### config.mk
export PLATFORM = sky130hd
export DESIGN_NAME = mem_window_reader
export DESIGN_NICKNAME = d
export VERILOG_FILES = /design/src/rtl/mem_reader_pkg.sv /design/src/rtl/win_shift_buf.sv /design/src/rtl/mem_window_reader.sv
export SDC_FILE = /design/constraint.sdc
export NUM_CORES = 1
export LEC_CHECK = 0
export ABC_AREA = 0
export BUFFER_PORTS_ARGS = -buffer_cell sky130_fd_sc_hd__buf_2
export CORE_ASPECT_RATIO = 0.8
export CORE_UTILIZATION = 54
export CTS_CLUSTER_DIAMETER = 30
export DETAILED_ROUTE_END_ITERATION = 8
export PLACE_DENSITY = 0.9
export SLEW_MARGIN = 5
export SYNTH_ARGS = -nofsm -noshare
export SYNTH_HDL_FRONTEND = slang
export SYNTH_SLANG_ARGS = --single-unit
### constraint.sdc
create_clock -name clk -period 2.57 [get_ports clk]
set_input_delay 0.514 -clock clk [delete_from_list [all_inputs] [get_ports clk]]
set_output_delay 0.514 -clock clk [all_outputs]
set_load 0.005 [all_outputs]
### src/rtl/mem_reader_pkg.sv
// Shared constants, FSM state type and bounds helper for the pixel-memory window reader.
package mem_reader_pkg;

    // Bytes returned by one parallel memory read
    localparam int unsigned WIN       = 50;
    // Memory address width
    localparam int unsigned ADDR_W    = 16;
    // Number of addressable memory bytes
    localparam int unsigned MEM_DEPTH = 2048;

    typedef enum logic [2:0] {
        IDLE,
        ISSUE,
        CAPTURE,
        STREAM,
        FINISH
    } state_t;

    // True when the whole window starting at addr lies inside the memory.
    // Evaluated one bit wider than the address so a high base cannot wrap past zero.
    function automatic logic window_fits(input logic [ADDR_W-1:0] addr);
        logic [ADDR_W:0] win_end;
        win_end = {1'b0, addr} + (ADDR_W+1)'(WIN - 1);
        return win_end <= (ADDR_W+1)'(MEM_DEPTH - 1);
    endfunction

endpackage

### src/rtl/win_shift_buf.sv
// WIN-byte parallel-load buffer that presents one byte at a time, lowest byte first.
module win_shift_buf
    import mem_reader_pkg::*;
#(
    parameter int unsigned BYTES = WIN
) (
    input  logic               clk,
    input  logic               rst,
    input  logic               load,
    input  logic               advance,
    input  logic [BYTES*8-1:0] din,
    output logic [7:0]         data,
    output logic               last
);

    localparam int unsigned        IDX_W    = $clog2(BYTES);
    localparam logic [IDX_W-1:0]   LAST_IDX = IDX_W'(BYTES - 1);

    logic [BYTES*8-1:0] bytes_q;
    logic [IDX_W-1:0]   idx;

    // Shifting instead of index-muxing keeps the presented byte a direct flop output
    always_ff @(posedge clk) begin
        if (rst) begin
            bytes_q <= '0;
            idx     <= '0;
        end else if (load) begin
            bytes_q <= din;
            idx     <= '0;
        end else if (advance) begin
            bytes_q <= {8'h00, bytes_q[BYTES*8-1:8]};
            idx     <= (idx == LAST_IDX) ? '0 : idx + 1'b1;
        end
    end

    assign data = bytes_q[7:0];
    assign last = (idx == LAST_IDX);

endmodule

### src/rtl/mem_window_reader.sv
// Fetches consecutive WIN-byte windows from the pixel memory and streams them byte-wise.
module mem_window_reader
    import mem_reader_pkg::*;
(
    input  logic                clk,
    input  logic                rst,
    input  logic                start,
    input  logic [ADDR_W-1:0]   base_addr,
    input  logic [7:0]          num_windows,
    output logic                busy,
    output logic                done,
    output logic                addr_err,
    output logic                mem_en,
    output logic                mem_rw,
    output logic [ADDR_W-1:0]   mem_abus,
    input  logic [WIN*8-1:0]    mem_rdata,
    output logic                out_valid,
    input  logic                out_ready,
    output logic [7:0]          out_data,
    output logic                out_last
);

    localparam logic [ADDR_W-1:0] STEP = ADDR_W'(WIN);

    state_t              state;
    logic [ADDR_W-1:0]   cur_addr;
    logic [7:0]          remaining;
    logic                issued;
    logic [1:0]          fin_dly;
    logic                fire;
    logic                buf_load;
    logic                buf_adv;

    assign fire     = out_valid & out_ready;
    assign buf_load = (state == CAPTURE);
    assign buf_adv  = (state == STREAM) & fire;

    // The reader never writes the memory
    assign mem_rw = 1'b1;

    win_shift_buf #(
        .BYTES (WIN)
    ) u_buf (
        .clk     (clk),
        .rst     (rst),
        .load    (buf_load),
        .advance (buf_adv),
        .din     (mem_rdata),
        .data    (out_data),
        .last    (out_last)
    );

    // Control FSM; every output is registered alongside the state change
    always_ff @(posedge clk) begin
        if (rst) begin
            state     <= IDLE;
            cur_addr  <= '0;
            remaining <= '0;
            issued    <= 1'b0;
            fin_dly   <= '0;
            busy      <= 1'b0;
            done      <= 1'b0;
            addr_err  <= 1'b0;
            mem_en    <= 1'b0;
            mem_abus  <= '0;
            out_valid <= 1'b0;
        end else begin
            done     <= 1'b0;
            addr_err <= 1'b0;
            mem_en   <= 1'b0;
            mem_abus <= '0;
            case (state)
                IDLE: begin
                    if (start) begin
                        cur_addr  <= base_addr;
                        remaining <= num_windows;
                        issued    <= 1'b0;
                        busy      <= 1'b1;
                        if (num_windows == 8'd0) begin
                            // Empty request: done lands where the first read would have finished
                            fin_dly <= 2'd2;
                            state   <= FINISH;
                        end else begin
                            fin_dly <= 2'd0;
                            state   <= ISSUE;
                        end
                    end
                end
                ISSUE: begin
                    // Two cycles: bounds check and drive the bus, then hold while memory answers
                    if (!issued) begin
                        if (window_fits(cur_addr)) begin
                            mem_en   <= 1'b1;
                            mem_abus <= cur_addr;
                            issued   <= 1'b1;
                        end else begin
                            done     <= 1'b1;
                            addr_err <= 1'b1;
                            state    <= FINISH;
                        end
                    end else begin
                        issued <= 1'b0;
                        state  <= CAPTURE;
                    end
                end
                CAPTURE: begin
                    out_valid <= 1'b1;
                    state     <= STREAM;
                end
                STREAM: begin
                    if (fire && out_last) begin
                        out_valid <= 1'b0;
                        if (remaining > 8'd1) begin
                            remaining <= remaining - 8'd1;
                            cur_addr  <= cur_addr + STEP;
                            state     <= ISSUE;
                        end else begin
                            done  <= 1'b1;
                            state <= FINISH;
                        end
                    end
                end
                FINISH: begin
                    if (fin_dly != 2'd0) begin
                        fin_dly <= fin_dly - 2'd1;
                        if (fin_dly == 2'd1) begin
                            done <= 1'b1;
                        end
                    end else begin
                        busy  <= 1'b0;
                        state <= IDLE;
                    end
                end
                default: begin
                    busy      <= 1'b0;
                    out_valid <= 1'b0;
                    state     <= IDLE;
                end
            endcase
        end
    end

endmodule

Word level (Yosys, flattened, before mapping)

Cells that the tools add are included.

Input port bits: 428
Register bits after elaboration: 457

$lt $le $gt $ge: 2
Mux-type cells: 39
Bitwise operators: 6
Eq/ne operators: 12
Add/sub/neg operators: 5
Reductions and logical operators: 19

Operators with widths:

| cell                                                             | count |
|---|---|
| 2-to-1 mux 400 bit                                               | 2 |
| 2-to-1 mux 16 bit                                                | 3 |
| one-hot mux 16 bit (2 select lines)                              | 1 |
| 2-to-1 mux 8 bit                                                 | 3 |
| 2-to-1 mux 3 bit                                                 | 7 |
| adder 16 x 6 -> 17 bit, second input constant                    | 1 |
| less-or-equal comparator 17 x 11 -> 1 bit, second input constant | 1 |
| adder 16 x 6 -> 16 bit, second input constant                    | 1 |
| one-hot mux 8 bit (2 select lines)                               | 1 |
| one-hot mux 3 bit (5 select lines)                               | 1 |
| 2-to-1 mux 1 bit                                                 | 12 |
| nonzero test 2 bit                                               | 5 |
| one-hot mux 1 bit (3 select lines)                               | 3 |
| greater-than comparator 8 x 1 -> 1 bit, second input constant    | 1 |
| zero test 8 bit                                                  | 1 |
| AND reduction 4 bit                                              | 2 |
| subtractor 8 x 1 -> 8 bit, second input constant                 | 1 |
| adder 6 x 1 -> 6 bit, second input constant                      | 1 |
| equality test 3 x 2 -> 1 bit, second input constant              | 2 |
| equality test 6 bit, second input constant                       | 1 |
| 2-to-1 mux 2 bit                                                 | 3 |
| 2-to-1 mux 6 bit                                                 | 1 |
| != test 2 bit, second input constant                             | 3 |
| AND reduction 3 bit                                              | 2 |
| 16 further kinds                                                 | 24 |

Depth between registers and ports, before layout

Gate-level depths: netlist of the first run.

Depth after elaboration: 5
Mapped depth: 9
Mapped depth without buffers: 7

Hierarchy

Synthesis of the first run repeated with hierarchy kept, for this count alone.

Cell total of the unflattened synthesis: 2,142
Area, all modules: 21,939.8 um^2

By module, submodules not included:

| module            | times used | area each (um^2) | seq. area each (um^2) | cells an instance |
|---|---|---|---|---|
| win_shift_buf     | 1          | 19,068.3         | 8,127.8               | 1,784 |
| mem_window_reader | 1          | 2,871.5          | 1,021.0               | 358 |

Worst setup path before layout of the first run

OpenSTA, ideal clock, no wires.

Path type: register -> register
Start: register cur_addr[1]
End: register issued
Period minus slack after synthesis: 2.230 ns
Arrival time: 2.114 ns
Cell stages (with the launch flop): 8
Setup time: 0.115 ns
Setup slack: 0.340 ns
Cell sequence: dfxtp_1 -> ha_1 -> a311o_1 -> or4_4 -> a311oi_4 -> nor4_2 -> buf_6 -> a31o_1

Word-level cells in the longest chain between the ends: 5

RTL lines:

| what                                      | line                     | RTL |
|---|---|---|
| start, declared                           | mem_window_reader.sv:26  | `logic [ADDR_W-1:0] cur_addr;` |
| start signal, assigned                    | mem_window_reader.sv:75  | `cur_addr <= base_addr;` |
| start signal, assigned                    | mem_window_reader.sv:115 | `cur_addr <= cur_addr + STEP;` |
| adder 16 x 6 -> 17 bit                    | mem_reader_pkg.sv:23     | `win_end = {1'b0, addr} + (ADDR_W+1)'(WIN - 1);` |
| less-or-equal comparator 17 x 11 -> 1 bit | mem_reader_pkg.sv:24     | `return win_end <= (ADDR_W+1)'(MEM_DEPTH - 1);` |
| 2-to-1 mux 1 bit                          | mem_window_reader.sv:92  | `if (window_fits(cur_addr)) begin` |
| 2-to-1 mux 1 bit                          | mem_window_reader.sv:91  | `if (!issued) begin` |
| one-hot mux 1 bit (2 select lines)        | mem_window_reader.sv:72  | `case (state)` |
| end signal, assigned                      | mem_window_reader.sv:77  | `issued <= 1'b0;` |
| end signal, assigned                      | mem_window_reader.sv:95  | `issued <= 1'b1;` |
| end signal, assigned                      | mem_window_reader.sv:102 | `issued <= 1'b0;` |
| end, declared                             | mem_window_reader.sv:28  | `logic issued;` |

Every way passes these cells.
A chain may end at the register's enable or synchronous reset.

Worst setup path in the final report of the first run

Start: register cur_addr[1]
End: register done

Word-level cells in the longest chain between the ends: 5

RTL lines:

| what                                      | line                     | RTL |
|---|---|---|
| adder 16 x 6 -> 17 bit                    | mem_reader_pkg.sv:23     |  |
| less-or-equal comparator 17 x 11 -> 1 bit | mem_reader_pkg.sv:24     |  |
| 2-to-1 mux 1 bit                          | mem_window_reader.sv:92  |  |
| 2-to-1 mux 1 bit                          | mem_window_reader.sv:91  |  |
| one-hot mux 1 bit (3 select lines)        | mem_window_reader.sv:72  |  |
| end signal, assigned                      | mem_window_reader.sv:68  | `done <= 1'b0;` |
| end signal, assigned                      | mem_window_reader.sv:97  | `done <= 1'b1;` |
| end signal, assigned                      | mem_window_reader.sv:118 | `done <= 1'b1;` |
| end, declared                             | mem_window_reader.sv:11  | `output logic done,` |

Every way passes these cells.

==> results of run 1 <==
-- cell usage after synthesis (10+ instances only) --
| cell type | instances | area (sq um) |
|---|---|---|
| a21oi_1 | 44 | 220 |
| a311oi_1 | 395 | 3460 |
| and2_1 | 15 | 93.8 |
| buf_2 | 20 | 100 |
| buf_4 | 10 | 75.1 |
| clkbuf_1 | 220 | 826 |
| dfxtp_1 | 457 | 9150 |
| inv_1 | 10 | 37.5 |
| nand2_1 | 829 | 3110 |
| nand3_1 | 18 | 90.1 |
| nor2_1 | 418 | 1570 |
| nor3_1 | 23 | 115 |
| o21ai_0 | 16 | 80.1 |
-- sequential cells by signal (all words and copies together) (netlist names) --
signal	cells
out_valid	1
u_buf.bytes_q	400
issued	1
cur_addr	16
busy	1
done	1
remaining	8
state	3
addr_err	1
fin_dly	2
mem_abus	16
u_buf.idx	6
mem_en	1
-- cells in the final DEF (no fill, tap or decap), types with 20 or more instances in the layout --
master       n
nand2_1    829
dfxtp_1    457
buf_2      456
nor2_1     417
a311oi_1   395
clkbuf_16   77
a21oi_1     44
buf_12      24
nor3_1      23
buf_4       22
diode_2     20
-- cells by family (layout without fill, tap and decap cells) --
family / count (synthesis) / after routing / synth area share (%)
other: 2 / 25 / 0.0377
adder cells (fa/ha/maj): 9 / 9 / 0.565
multiplexers: 4 / 4 / 0.201
XOR/XNOR: 5 / 5 / 0.220
buffers and inverters: 270 / 654 / 5.47
AND/OR/NAND/NOR: 1346 / 1346 / 26.6
flip-flops: 457 / 457 / 45.9
AO/OA/AOI/OAI: 506 / 506 / 21.1
-- where the power goes --
part,internal [mW],switching [mW]
clock,6.71,3.88
sequential,7.73,0.435
combinational,1.06,1.45
-- path summary, 6_finish.rpt --
| path | depth (start not counted) | slack [ps] | endpoint | from |
|---|---|---|---|---|
| hold / removal | 3 | 180 | u_buf.bytes_q[398] | mem_rdata[398] |
| hold reg to reg | 2 | 470 | u_buf.bytes_q[147] | u_buf.bytes_q[155] |
| setup / recovery | 6 | 120 | done | cur_addr[1] |
| setup reg to reg | 6 | 120 | done | cur_addr[1] |
-- critical path, stage by stage (launching register included) --
cell and delay [ps]:
dfxtp_1 390, ha_1 290, a311o_1 420, or3b_1 410, a311oi_4 420, o31ai_1 130
a221oi_1 280
-- per-layer routing --
| layer | routed length [microns] | global-route usage [%] | share of wire [%] | up-vias |
|---|---|---|---|---|
| li1 | - | - | - | 9790 |
| met1 | 25600 | 39.9 | 41 | 9606 |
| met2 | 28700 | 49.9 | 46 | 988 |
| met3 | 4830 | 6.82 | 7.8 | 206 |
| met4 | 2670 | 15.9 | 4.3 | 16 |
| met5 | 98 | 0 | 0.16 | - |
-- timing repair --
item | CTS | global route
gates resized for setup | 1 | 1
pin swaps | 0 | 0
setup endpoints to repair | 14 | 1
-- final cells by class --
type | count | area share (%)
Clock inverter | 54 | 2.68
Antenna cell | 20 | 0.199
Multi-Input combinational cell | 1875 | 38.6
Inverter | 10 | 0.149
Tap cell | 480 | 2.38
Clock buffer | 87 | 7.99
Sequential cell | 457 | 36.3
Timing Repair Buffer | 503 | 11.7
==> flow_metrics.env, run 1 <==
export IMPL_status="completed"
export IMPL_worstHoldPathType="input pin to flop"
export IMPL_htree_levels=3
export IMPL_numCtsBuffers=76
export IMPL_ctsHoldBuffers=0
export IMPL_cts_sinks=457
export IMPL_via_count=20606
export IMPL_gp_congestion=0.917
export IMPL_post_place_ws_ps=-13.4
export IMPL_die_area_sq_um=37700
export IMPL_seqCellArea_sq_um=9150
export IMPL_fillCellCount=2764
export IMPL_synth_edf_count=0
export IMPL_area_growth_syn_to_layout_pct=26.5
export IMPL_slew_violations=0
export IMPL_avgSynthCellArea_sq_um=7.67
export IMPL_timing_final_crit_share_pct=95.3
export IMPL_pin_count=459
export IMPL_maxSlewHeadroom_pct=35.9
export IMPL_netlist_area_sq_um=19900
export IMPL_cts_tree="built"
export IMPL_finish_net_count=3360
export IMPL_grt_overflow_total=0
export IMPL_clk_latency_ps=590
export IMPL_fp_dieW_microns=217
export IMPL_critPathKind="flop to flop"
export IMPL_fin_area_sq_um=25200
export IMPL_whs_ps=179
export IMPL_start_kind="flop"
export IMPL_grt_pass1_vias=19322
export IMPL_cap_violations=0
export IMPL_dp_hpwl_microns=39500
export IMPL_placement_io_buffers=457
export IMPL_design_core_area_sq_um=36100
export IMPL_cts_root_buf="clkbuf_16"
export IMPL_endpoint_kind="flop"
export IMPL_postPlaceCellArea_sq_um=22500
export IMPL_seq_area_frac_synth_pct=45.9
export IMPL_routedWlPerCell_microns=17.7
export IMPL_finalPower_mw=21.3
export IMPL_drtIter0Drc=2040
export IMPL_dp_cells=3325
export IMPL_row_count=62
export IMPL_power_leakage_nw=9.37
export IMPL_grt_first_pass_wirelength_microns=97200
export IMPL_synth_cells=2599
export IMPL_floorplan_initialDensity_pct=55.2
export IMPL_ys_seq_elements=457
export IMPL_cp_max_fo=9
export IMPL_worst_pin_slew_ps=962
export IMPL_clkTransAtPathRegs_ps=50
export IMPL_synth_distinct_cells=58
export IMPL_routed_wl_microns=61900
export IMPL_hold_viol=0
export IMPL_p_per_area_nw_per_um2=843
export IMPL_arrival_ps=2930
export IMPL_vias_per_cell=5.91
export IMPL_drive_above_1_share_pct=21.8
export IMPL_final_antenna_net_count=0
export IMPL_ys_dominant_reg_cell="dfxtp_1"
export IMPL_cts_setup_buffers=0
export IMPL_grt_max_degree=180
export IMPL_cp_required_ps=3060
export IMPL_final_util_pct=69.7
export IMPL_track_usage_pct=31.3
export IMPL_setup_tns_ps=0
export IMPL_fmax_ghz=0.408
export IMPL_period_needed_ps=2450
export IMPL_drt_drc_violations_left=0
export IMPL_clock_skew_ps=20.7
export IMPL_drt_pass1_iter_count=6
export IMPL_fin_cells=3486
export IMPL_yosys_warnings=0
export IMPL_setup_viol=0
export IMPL_max_clock_path_buffers=3
export IMPL_multi_input_area_sq_um=9740
export IMPL_async_flop_share_pct=0
export IMPL_die_h_microns=174
export IMPL_layout_setup_ws_ps=121
export IMPL_ir_drop_uv=569
export IMPL_antenna_found_initial=27
export IMPL_rsz0062_at_grt="false"
No activity file was read; power rests on OpenSTA's default activity.
==> run 2: changes to the inputs <==
--- a/config.mk
+++ b/config.mk
@@ -6,12 +6,13 @@
 export NUM_CORES = 1
 export LEC_CHECK = 0
 export ABC_AREA = 0
+export ABC_CLOCK_PERIOD_IN_PS = 2570
 export BUFFER_PORTS_ARGS = -buffer_cell sky130_fd_sc_hd__buf_2
 export CORE_ASPECT_RATIO = 0.8
 export CORE_UTILIZATION = 54
 export CTS_CLUSTER_DIAMETER = 30
 export DETAILED_ROUTE_END_ITERATION = 8
-export PLACE_DENSITY = 0.9
+export PLACE_DENSITY_LB_ADDON = 0.2
 export SLEW_MARGIN = 5
 export SYNTH_ARGS = -nofsm -noshare
 export SYNTH_HDL_FRONTEND = slang
==> flow_metrics.env, run 2 (synthesis gave the netlist of run 1 again) <==
export IMPL_status="completed"
export IMPL_fp_dieW_microns=217
export IMPL_via_count=20404
export IMPL_design_core_area_sq_um=36100
export IMPL_critPathKind="flop to flop"
export IMPL_hold_depth=3
export IMPL_layout_setup_ws_ps=122
export IMPL_max_clock_path_buffers=3
export IMPL_finish_net_count=3396
export IMPL_cp_max_fo=15
export IMPL_fmax_ghz=0.409
export IMPL_track_usage_pct=31.0
export IMPL_row_count=62
export IMPL_final_common_cell="nand2_1"
export IMPL_largest_reg_flops=400
export IMPL_grt_first_pass_wirelength_microns=95900
export IMPL_setup_viol=0
export IMPL_rsz0062_at_grt="false"
export IMPL_largestRegisters="u_buf.bytes_q: 400 flops, cur_addr: 16 flops, mem_abus: 16 flops"
export IMPL_die_area_sq_um=37700
export IMPL_cap_violations=0
export IMPL_routed_wl_microns=60900
export IMPL_maxSlewHeadroom_pct=16.6
export IMPL_r2r_slack_ps=120
export IMPL_worstHoldPathType="input pin to flop"
export IMPL_final_antenna_net_count=0
export IMPL_numCtsBuffers=90
export IMPL_dp_hpwl_microns=39400
export IMPL_drt_drc_violations_left=0
export IMPL_gp_congestion=0.904
export IMPL_power_leakage_nw=9.70
export IMPL_ir_drop_uv=679
export IMPL_holdPathEnd="u_buf.bytes_q[398]"
export IMPL_area_growth_syn_to_layout_pct=29.7
export IMPL_min_from="mem_rdata[398]"
export IMPL_start_kind="flop"
export IMPL_placement_io_buffers=457
export IMPL_clkTransAtPathRegs_ps=50
export IMPL_clk_latency_ps=600
export IMPL_multi_input_area_sq_um=9740
export IMPL_grt_overflow_total=0
export IMPL_cts_tree="built"
export IMPL_r2r_start="cur_addr[1]"
export IMPL_endpoint_kind="flop"
export IMPL_r2r_cells=7
export IMPL_max_flop_register="u_buf.bytes_q"
export IMPL_drtIter0Drc=1753
export IMPL_seqCellArea_sq_um=9150
export IMPL_vias_per_cell=5.77
export IMPL_drt_pass1_iter_count=5
export IMPL_grt_max_degree=241
export IMPL_clock_skew_ps=27.6
export IMPL_floorplan_initialDensity_pct=55.2
export IMPL_hold_viol=0
export IMPL_final_util_pct=71.6
export IMPL_grt_pass1_vias=19022
export IMPL_die_h_microns=174
export IMPL_cts_root_buf="clkbuf_16"
export IMPL_worst_pin_slew_ps=1250
export IMPL_fillCellCount=2858
export IMPL_post_place_ws_ps=-245
export IMPL_r2r_end="issued"
export IMPL_period_needed_ps=2450
export IMPL_slew_violations=0
export IMPL_drive_above_1_share_pct=23.0
export IMPL_htree_levels=3
export IMPL_routedWlPerCell_microns=17.2
export IMPL_pin_count=459
export IMPL_cp_required_ps=3040
export IMPL_final_cell_mix="nand2_1, dfxtp_1, buf_2"
export IMPL_cts_sinks=457
export IMPL_antenna_found_initial=36
export IMPL_timing_final_crit_share_pct=95.2
export IMPL_ctsHoldBuffers=0
export IMPL_p_per_area_nw_per_um2=869
export IMPL_arrival_ps=2920
export IMPL_setup_tns_ps=0
==> run 2: cell types whose count changed in the layout (fill, tap and decap cells not counted), moves of 2 or more <==
cell / previous run / this run
buf_12: 24 / 29
buf_4: 22 / 39
clkbuf_16: 77 / 92
clkbuf_8: 5 / 9
clkinv_2: 8 / 11
clkinv_4: 7 / 9
clkinv_8: 0 / 2
diode_2: 20 / 23
inv_16: 4 / 0
inv_6: 15 / 18
==> run 2: critical path: stages (launching register included) <==
cell and delay (ps):
dfxtp_1 390, ha_1 300, a311o_1 420, or3b_1 410, a311oi_4 410, nor4_4 70, buf_12 170, a31o_1 170
==> run 2: area by class of cell <==
cell class | instances | share of cell area (%)
antenna | 23 | 0.223
sequential | 457 | 35.4
multi-input combinational | 1875 | 37.7
clock buffer | 106 | 9.45
tap | 480 | 2.32
inverter | 10 | 0.145
timing repair buffer | 525 | 12.3
clock inverter | 60 | 2.57
==> run 2: worst max path at each step <==
stage,startpoint,slack [ps],depth (start not counted),to
2_1_floorplan,cur_addr[1],340,7,issued
3_3_place_gp,cur_addr[1],-40,6,mem_abus[3]
3_5_place_dp,cur_addr[1],-250,6,mem_abus[6]
4_1_cts,u_buf.idx[0],10,4,out_last
5_1_grt,u_buf.idx[0],30,4,out_last
6_report,cur_addr[1],120,7,issued
==> run 2: layer usage <==
| metal | track usage [%] | share of wire [%] | vias to the layer above |
|---|---|---|---|
| met4 | 12.3 | 3.0 | 30 |
| met1 | 40.1 | 42 | 9564 |
| met3 | 9.21 | 8.4 | 161 |
| li1 | - | - | 9882 |
| met5 | 0 | 0.32 | - |
| met2 | 48.4 | 46 | 767 |
==> run 2: report_power, final <==
group,switching [mW],internal [mW]
logic,1.41,1.07
registers,0.427,7.73
clock network,4.11,7.72
total,5.95,16.5
==> run 2: through the flow <==
stage	std cells	hold slack, ps	power (mW)	instance area, sq um
3_5_place_dp	3346	462	10.7	22700
3_3_place_gp	3346	453	10.6	22700
4_1_cts	3512	142	22.5	25800
2_1_floorplan	2602	448	9.76	19900
6_report	3536	162	22.5	25900
5_1_grt	3529	155	23.3	25800
==> run 2: repair_timing <==
item,in CTS,in global routing
resized for setup,1,1
endpoints found under the hold margin,0,0
pin swaps,0,1
setup endpoints to repair,15,16
setup buffers,0,1
